$ cat config.mk
export PLATFORM = sky130hd
export DESIGN_NAME = fp_addsub_param_flat
export DESIGN_NICKNAME = d
export VERILOG_FILES = /design/src/rtl/fp_pkg.sv /design/src/rtl/fp_addsub_param_if.sv /design/src/rtl/fp_lzc.sv /design/src/rtl/fp_addsub_param.sv /design/src/flat_wrapper.sv
export SDC_FILE = /design/constraint.sdc
export NUM_CORES = 1
export LEC_CHECK = 0
export CAP_MARGIN = 20
export CELL_PAD_IN_SITES_DETAIL_PLACEMENT = 1
export CELL_PAD_IN_SITES_GLOBAL_PLACEMENT = 1
export CORE_UTILIZATION = 54
export CTS_BUF_LIST = sky130_fd_sc_hd__clkbuf_4
export CTS_CLUSTER_DIAMETER = 80
export CTS_CLUSTER_SIZE = 28
export DETAILED_ROUTE_END_ITERATION = 10
export PLACE_DENSITY_LB_ADDON = 0.1
export SYNTH_ARGS = -nofsm -noshare
export SYNTH_HDL_FRONTEND = slang
export SYNTH_SLANG_ARGS = --single-unit
$ cat constraint.sdc
create_clock -name clk -period 20.7 [get_ports clk]
set_clock_uncertainty 0.05 [all_clocks]
set_input_delay 6.21 -clock clk [delete_from_list [all_inputs] [get_ports clk]]
set_output_delay 6.21 -clock clk [all_outputs]
set_load 0.005 [all_outputs]
$ cat src/rtl/fp_pkg.sv
// rtl/fp_pkg.sv - shared FSM states, operand classes, flag codes and canonical qNaN for the FP add unit
package fp_pkg;

  typedef enum logic [2:0] {IDLE, UNPACK, ALIGN, ADD, NORM, ROUND, DONE} fp_state_t;

  typedef enum logic [2:0] {CLS_ZERO, CLS_SUB, CLS_NORM, CLS_INF, CLS_NAN} fp_cls_t;

  localparam logic [1:0] FLG_OK  = 2'b00;
  localparam logic [1:0] FLG_OVF = 2'b01;
  localparam logic [1:0] FLG_UNF = 2'b10;
  localparam logic [1:0] FLG_INV = 2'b11;

  // Wide return; callers size-cast to their word width.
  function automatic logic [127:0] qnan(input int exp_w, input int man_w);
    logic [127:0] q;
    q = '0;
    for (int i = 0; i < exp_w; i++) q[man_w+i] = 1'b1;
    q[man_w-1] = 1'b1;
    return q;
  endfunction

endpackage

$ cat src/rtl/fp_addsub_param_if.sv
// rtl/fp_addsub_param_if.sv - operand/result handshake bundle for fp_addsub_param
interface fp_addsub_param_if #(
  parameter int EXP_W = 8,
  parameter int MAN_W = 23
);
  localparam int W = 1 + EXP_W + MAN_W;

  logic         in_valid;
  logic         in_ready;
  logic         op_sub;
  logic [W-1:0] x;
  logic [W-1:0] y;
  logic         out_valid;
  logic         out_ready;
  logic [W-1:0] z;
  logic [1:0]   overflow;

  modport master (
    output in_valid, op_sub, x, y, out_ready,
    input  in_ready, out_valid, z, overflow
  );

  modport slave (
    input  in_valid, op_sub, x, y, out_ready,
    output in_ready, out_valid, z, overflow
  );
endinterface

$ cat src/rtl/fp_lzc.sv
// rtl/fp_lzc.sv - combinational leading-zero counter; all-zero input returns WIDTH
module fp_lzc #(
  parameter int WIDTH = 8,
  localparam int CW = $clog2(WIDTH + 1)
) (
  input  logic [WIDTH-1:0] din,
  output logic [CW-1:0]    cnt
);

  // Upward scan: the highest set bit is the last one to write cnt.
  always_comb begin
    cnt = CW'(WIDTH);
    for (int i = 0; i < WIDTH; i++) begin
      if (din[i]) cnt = CW'(WIDTH - 1 - i);
    end
  end

endmodule

$ cat src/rtl/fp_addsub_param.sv
// rtl/fp_addsub_param.sv - multicycle IEEE-754 add/subtract with RNE, one operation in flight
// FPADD_SUBNORM_EN: gradual underflow; undefined: subnormals flush to signed zero.
module fp_addsub_param
  import fp_pkg::*;
#(
  parameter int EXP_W = 8,
  parameter int MAN_W = 23
) (
  input logic            clk,
  input logic            rst,
  fp_addsub_param_if.slave bus
);

  localparam int W   = 1 + EXP_W + MAN_W;
  localparam int M   = MAN_W + 1;
  localparam int EXT = MAN_W + 4;
  localparam int EW  = EXP_W + 1;
  localparam int RW  = M + 1;
  localparam int SHW = $clog2(EXT + 1);
  localparam logic [EXP_W-1:0] EXP_MAX = '1;
  localparam logic [W-1:0]     QNAN    = W'(qnan(EXP_W, MAN_W));

  fp_state_t state, state_nxt;

  logic [W-1:0]     x_r, y_r;
  logic             sub_r;
  logic             ux_s, uy_s;
  logic [EXP_W-1:0] ux_e, uy_e;
  logic [M-1:0]     ux_m, uy_m;
  logic             sp_en;
  logic [W-1:0]     sp_z;
  logic [1:0]       sp_flg;
  logic             al_s, al_sub;
  logic [EXP_W-1:0] al_e;
  logic [EXT-1:0]   al_a, al_b;
  logic             ad_s;
  logic [EXP_W-1:0] ad_e;
  logic [EXT:0]     ad_sum;
  logic             nm_s;
  logic [EW-1:0]    nm_e;
  logic [EXT-1:0]   nm_m;
  logic [W-1:0]     z_r;
  logic [1:0]       flg_r;

  always_ff @(posedge clk) begin
    if (!rst) state <= IDLE;
    else      state <= state_nxt;
  end

  always_comb begin
    state_nxt = state;
    case (state)
      IDLE:    if (bus.in_valid) state_nxt = UNPACK;
      UNPACK:  state_nxt = ALIGN;
      ALIGN:   state_nxt = ADD;
      ADD:     state_nxt = NORM;
      NORM:    state_nxt = ROUND;
      ROUND:   state_nxt = DONE;
      DONE:    if (bus.out_ready) state_nxt = IDLE;
      default: state_nxt = IDLE;
    endcase
  end

  always_comb begin
    bus.in_ready  = (state == IDLE) && rst;
    bus.out_valid = (state == DONE);
  end

  assign bus.z        = z_r;
  assign bus.overflow = flg_r;

  // Subnormals get exponent 1 and no hidden bit, so they line up with the smallest normals.
  function automatic void unpack_op(input logic [W-1:0] v, output fp_cls_t cls,
                                    output logic [EXP_W-1:0] e, output logic [M-1:0] m);
    logic [EXP_W-1:0] ef;
    logic [MAN_W-1:0] ff;
    ef = v[W-2:MAN_W];
    ff = v[MAN_W-1:0];
    e  = (ef == '0) ? EXP_W'(1) : ef;
    m  = {ef != '0, ff};
    if (ef == EXP_MAX)  cls = (ff == '0) ? CLS_INF : CLS_NAN;
    else if (ef == '0)  cls = (ff == '0) ? CLS_ZERO : CLS_SUB;
    else                cls = CLS_NORM;
`ifndef FPADD_SUBNORM_EN
    if (cls == CLS_SUB) begin
      cls = CLS_ZERO;
      m   = '0;
    end
`endif
  endfunction

  fp_cls_t          cx, cy;
  logic [EXP_W-1:0] ex, ey;
  logic [M-1:0]     mx, my;
  logic             sy_eff;
  logic             sp_en_c;
  logic [W-1:0]     sp_z_c;
  logic [1:0]       sp_flg_c;

  assign sy_eff = y_r[W-1] ^ sub_r;

  always_comb begin
    unpack_op(x_r, cx, ex, mx);
    unpack_op(y_r, cy, ey, my);
  end

  always_comb begin
    sp_en_c  = 1'b0;
    sp_z_c   = '0;
    sp_flg_c = FLG_OK;
    if (cx == CLS_NAN || cy == CLS_NAN ||
        (cx == CLS_INF && cy == CLS_INF && x_r[W-1] != sy_eff)) begin
      sp_en_c  = 1'b1;
      sp_z_c   = QNAN;
      sp_flg_c = FLG_INV;
    end else if (cx == CLS_INF) begin
      sp_en_c = 1'b1;
      sp_z_c  = x_r;
    end else if (cy == CLS_INF) begin
      sp_en_c = 1'b1;
      sp_z_c  = {sy_eff, y_r[W-2:0]};
    end
  end

  logic             a_s, b_s;
  logic [EXP_W-1:0] a_e, b_e, e_diff;
  logic [M-1:0]     a_m, b_m;
  logic [SHW-1:0]   shamt;
  logic [EXT-1:0]   b_al, b_ext;

  // B keeps its shifted-out bits as a sticky LSB so a subtraction borrows correctly.
  always_comb begin
    if ({ux_e, ux_m} >= {uy_e, uy_m}) begin
      a_s = ux_s; a_e = ux_e; a_m = ux_m;
      b_s = uy_s; b_e = uy_e; b_m = uy_m;
    end else begin
      a_s = uy_s; a_e = uy_e; a_m = uy_m;
      b_s = ux_s; b_e = ux_e; b_m = ux_m;
    end
    e_diff = a_e - b_e;
    shamt  = (int'(e_diff) >= EXT) ? SHW'(EXT) : SHW'(e_diff);
    b_al   = {b_m, 3'b000};
    b_ext  = (b_al >> shamt) | {{(EXT-1){1'b0}}, |(b_al & ~({EXT{1'b1}} << shamt))};
  end

  logic [EXT:0] sum_c;
  logic         sum_s_c;

  always_comb begin
    if (al_sub) sum_c = {1'b0, al_a} - {1'b0, al_b};
    else        sum_c = {1'b0, al_a} + {1'b0, al_b};
    sum_s_c = al_s & ~(al_sub && sum_c == '0);
  end

  logic [SHW-1:0] lz;
  logic [EXT-1:0] nm_m_c;
  logic [EW-1:0]  nm_e_c;

  fp_lzc #(.WIDTH(EXT)) u_lzc (
    .din (ad_sum[EXT-1:0]),
    .cnt (lz)
  );

  // Left shift stops at exponent 1 so tiny results stay subnormal instead of wrapping.
  always_comb begin : norm_c
    int sh;
    int room;
    room   = int'(ad_e) - 1;
    sh     = 0;
    nm_m_c = ad_sum[EXT-1:0];
    nm_e_c = {1'b0, ad_e};
    if (ad_sum[EXT]) begin
      nm_m_c = {ad_sum[EXT:2], ad_sum[1] | ad_sum[0]};
      nm_e_c = {1'b0, ad_e} + EW'(1);
    end else begin
      sh     = (int'(lz) < room) ? int'(lz) : room;
      nm_m_c = ad_sum[EXT-1:0] << sh;
      nm_e_c = {1'b0, ad_e} - EW'(sh);
    end
  end

  logic [RW-1:0] rm;
  logic [EW-1:0] re;
  logic          inexact;
  logic [W-1:0]  z_c;
  logic [1:0]    flg_c;

  always_comb begin
    inexact = |nm_m[2:0];
    rm      = {1'b0, nm_m[EXT-1:3]} + RW'(nm_m[2] & (nm_m[1] | nm_m[0] | nm_m[3]));
    re      = nm_e;
    if (rm[M]) begin
      rm = rm >> 1;
      re = re + EW'(1);
    end
    z_c   = {nm_s, re[EXP_W-1:0], rm[MAN_W-1:0]};
    flg_c = FLG_OK;
    if (sp_en) begin
      z_c   = sp_z;
      flg_c = sp_flg;
    end else if (re >= {1'b0, EXP_MAX}) begin
      z_c   = {nm_s, EXP_MAX, {MAN_W{1'b0}}};
      flg_c = FLG_OVF;
    end else if (!rm[M-1]) begin
      z_c = {nm_s, {EXP_W{1'b0}}, rm[MAN_W-1:0]};
      if (rm != '0 || inexact) begin
        flg_c = FLG_UNF;
`ifndef FPADD_SUBNORM_EN
        z_c = {nm_s, {(W-1){1'b0}}};
`endif
      end
    end
  end

  always_ff @(posedge clk) begin
    if (!rst) begin
      z_r   <= '0;
      flg_r <= FLG_OK;
    end else begin
      case (state)
        IDLE: if (bus.in_valid) begin
          x_r   <= bus.x;
          y_r   <= bus.y;
          sub_r <= bus.op_sub;
        end
        UNPACK: begin
          ux_s   <= x_r[W-1];
          ux_e   <= ex;
          ux_m   <= mx;
          uy_s   <= sy_eff;
          uy_e   <= ey;
          uy_m   <= my;
          sp_en  <= sp_en_c;
          sp_z   <= sp_z_c;
          sp_flg <= sp_flg_c;
        end
        ALIGN: begin
          al_s   <= a_s;
          al_sub <= a_s ^ b_s;
          al_e   <= a_e;
          al_a   <= {a_m, 3'b000};
          al_b   <= b_ext;
        end
        ADD: begin
          ad_s   <= sum_s_c;
          ad_e   <= al_e;
          ad_sum <= sum_c;
        end
        NORM: begin
          nm_s <= ad_s;
          nm_e <= nm_e_c;
          nm_m <= nm_m_c;
        end
        ROUND: begin
          z_r   <= z_c;
          flg_r <= flg_c;
        end
        default: ;
      endcase
    end
  end

endmodule

$ cat src/flat_wrapper.sv
// flat-port wrapper written by rule: the top's interface ports become plain ports
module fp_addsub_param_flat import fp_pkg::*;
#(
  parameter int EXP_W = 8,
  parameter int MAN_W = 23
)
  (clk, rst, bus_in_valid, bus_op_sub, bus_x, bus_y, bus_out_ready, bus_in_ready, bus_out_valid, bus_z, bus_overflow);
  fp_addsub_param_if #(.EXP_W(EXP_W), .MAN_W(MAN_W)) bus_i ();
  input logic clk;
  input logic rst;
  input wire logic [$bits(bus_i.in_valid)-1:0] bus_in_valid;
  input wire logic [$bits(bus_i.op_sub)-1:0] bus_op_sub;
  input wire logic [$bits(bus_i.x)-1:0] bus_x;
  input wire logic [$bits(bus_i.y)-1:0] bus_y;
  input wire logic [$bits(bus_i.out_ready)-1:0] bus_out_ready;
  output wire logic [$bits(bus_i.in_ready)-1:0] bus_in_ready;
  output wire logic [$bits(bus_i.out_valid)-1:0] bus_out_valid;
  output wire logic [$bits(bus_i.z)-1:0] bus_z;
  output wire logic [$bits(bus_i.overflow)-1:0] bus_overflow;
  assign bus_i.in_valid = bus_in_valid;
  assign bus_i.op_sub = bus_op_sub;
  assign bus_i.x = bus_x;
  assign bus_i.y = bus_y;
  assign bus_i.out_ready = bus_out_ready;
  assign bus_in_ready = bus_i.in_ready;
  assign bus_out_valid = bus_i.out_valid;
  assign bus_z = bus_i.z;
  assign bus_overflow = bus_i.overflow;
  fp_addsub_param #(.EXP_W(EXP_W), .MAN_W(MAN_W)) u_core (.clk(clk), .rst(rst), .bus(bus_i));
endmodule
==> flow_summary.ini <==
[outcome]
status = finished, final reports clean

[grt]
grt_pass1_vias = 18170
grt_usage_pct = 33.35
grt_overflow = 0
grt_first_pass_wirelength_um = 102100
grt_max_degree = 70
antenna_found_initial = 3

[drt]
drtIter0Drc = 1101
drtAntennaViolNets = 0
wl_per_cell_um = 24.14
totalWireLength_um = 66200
viasPerCell = 6.458
drt_pass1_iterations = 5
drc = 0
vias = 17710

[hold_path]
min_from = u_core.al_e[3]
holdPathEnd = u_core.ad_e[3]
worstHoldPathType = reg2reg
min_path_cells = 0

[layout]
final_common_cell = edfxtp_1
fin_cells = 2742
syn_to_final_growth_pct = 9.249
layout.nets = 2378
final_area_mm2 = 0.02303
final_cell_mix = 300 x edfxtp_1, 202 x nand2_1, 168 x nor2_1, 143 x o21ai_0, 135 x a21oi_1
drive_above_1_share_pct = 6.973

[synthesis]
yosysWarningCount = 0
ys.flop_type = edfxtp_1
ys_types = 94
synth_top_area_cell = edfxtp_1
synth_enable_flop_cells = 300
syn_inst = 2143
syn_area_per_cell_um2 = 9.836
synth_top_cell_area_share_pct = 42.74
synth.area.top_cells = edfxtp_1 43%, ha_1 5.9%, nand2_1 3.6%
ys_ff_latch = 337
synth_area_mm2 = 0.02108
synthArstFlopShare_pct = 0
seq_area_frac_synth_pct = 46.25

[floorplanning]
fp.dieArea_mm2 = 0.03983
num_rows = 72
die_h_um = 199.6
core_area_mm2 = 0.03856
io-pin-count = 105
start_util_pct = 54.67
die_w_um = 199.6

[critical_path]
start_kind = input port
r2r_cells = 20
r2r_slack_ps = 13510
required_ps = 14440
arrival_ps = 7880
r2r_end = u_core.al_b[0]
r2r_start = u_core.ux_e[4]
cp-end-kind = output port
cp_max_fo = 10
crit_type = in2out

[placed_design]
gp_congestion = 0.9860
post-dp-hpwl_um = 51230
io_buffers = 104
place_area_mm2 = 0.02261
dp.cells = 2701

[sta]
finalSetupViolations = 0
holdWs_ps = 402.4
hold_violations = 0
fin_crit_ps = 14140
layout_worst_path_cycle_share_pct = 68.30
finalSetupTns_ps = 0
worst_pin_slew_ps = 1105
fmax_mhz = 70.73
max-slew-margin-rel_pct = 26.06
maxSlewViolCount = 0
rsz0062_at_grt = no

[power]
power_density_mw_per_mm2 = 58.03
total_leakage_power_nw = 8.438
peakVddDrop_v = 0.00007182

[clock_tree]
holdBufCountCts = 0
htree_levels = 1
post-cts-setup-buffers = 0
clkLatencyLatePin_ps = 860
cts_buffer_depth = 3
cts-root-buf = clkbuf_4
clock_sinks = 337
cts_tree = yes
path_clk_slew_ps = 230
cts-resized-gates = 0
numCtsBuffers = 21

[run]
maxCapViolCount = 0
## synthesized netlist by cell type (10+ instances only)
master	number
and3_1	19
or2_2	10
a21o_1	18
buf_2	11
xnor2_1	44
o211ai_1	24
a22oi_1	11
or3_1	19
nand2b_1	23
a31oi_1	24
a21oi_1	135
mux2_2	50
dfxtp_1	37
a221oi_1	22
nor2_1	170
and2_1	55
nor2b_1	17
a211oi_1	35
nand2_1	202
edfxtp_1	300
nand4_1	16
nor3_1	68
o22ai_1	13
nor4_1	36
o21ai_0	143
xor2_1	29
inv_1	108
o221ai_1	17
nand3_1	60
ha_1	99
mux2i_1	53
clkbuf_1	87
## worst max-delay path, stage by stage
cell and delay, ps:
clkdlybuf4s50_1 670, nand2_1 230, nor3_1 230, clkdlybuf4s50_1 540
## metal layers
| metal | track usage [%] | routed length (um) | vias up |
|---|---|---|---|
| met5 | 0 | 31 | - |
| met3 | 4.068 | 2997 | 234 |
| met1 | 38.26 | 25390 | 8739 |
| met2 | 59.40 | 33460 | 601 |
| li1 | - | - | 8131 |
| met4 | 19.93 | 4313 | 4 |
## registers in the layout, summed over array words and instances (netlist names), 2 cells and up
signal,count
u_core.al_a,24
u_core.y_r,32
u_core.ux_e,8
u_core.nm_e,9
u_core.bus.overflow,2
u_core.al_e,8
u_core.ad_sum,28
u_core.ad_e,8
u_core.uy_e,8
u_core.nm_m,27
u_core.uy_m,24
u_core.sp_z,32
u_core.ux_m,24
u_core.x_r,32
u_core.al_b,27
u_core.bus.z,32
u_core.state,3
## logic make-up (layout without fill, tap and decap cells)
| kind of cell | after synthesis | after routing | synth area share, % |
|---|---|---|---|
| mux | 105 | 105 | 5.402 |
| other cells | 1 | 23 | 0.01779 |
| flops | 337 | 337 | 46.25 |
| fa+ha+maj | 101 | 101 | 6.067 |
| buf+inv | 219 | 278 | 4.090 |
| compound gates | 576 | 576 | 18.17 |
| simple gates | 730 | 730 | 16.89 |
| xor+xnor | 74 | 74 | 3.111 |
## worst max path at each step
stage | start | end | slack (ps) | depth (start not counted)
floorplan | rst | bus_in_ready | 7720 | 3
detailed placement | rst | bus_in_ready | 6550 | 4
finish | rst | bus_in_ready | 6560 | 4
global route | rst | bus_in_ready | 6420 | 4
global placement | rst | bus_in_ready | 6590 | 4
CTS | rst | bus_in_ready | 6550 | 4
## report_power, final
group	switching (mW)	total (mW)	leakage (nW)	internal [mW]
sequential	0.0172	0.785	3.00	0.768
combinational	0.147	0.231	5.24	0.0842
clock	0.245	0.320	0.204	0.0746
## stage by stage
stage | utilization, % | worst slack [ps] | power [mW]
global placement | 58.64 | 6592 | 1.012
global route | 59.72 | 6417 | 1.382
floorplan | - | 7719 | 0.9455
finish | 59.72 | 6561 | 1.336
CTS | 59.63 | 6548 | 1.337
detailed placement | 58.64 | 6555 | 1.024
## area by class of cell
type                       count  area [um^2]
tap                          518        648.1
fill                        4347        15530
antenna                        1        2.502
clock inverter                15        207.7
multi-input combinational   1608        10580
timing repair buffer         130         1254
inverter                     110        412.9
sequential                   337         9749
clock buffer                  23        172.7
Note: power is estimated with default switching activity, not from simulation.
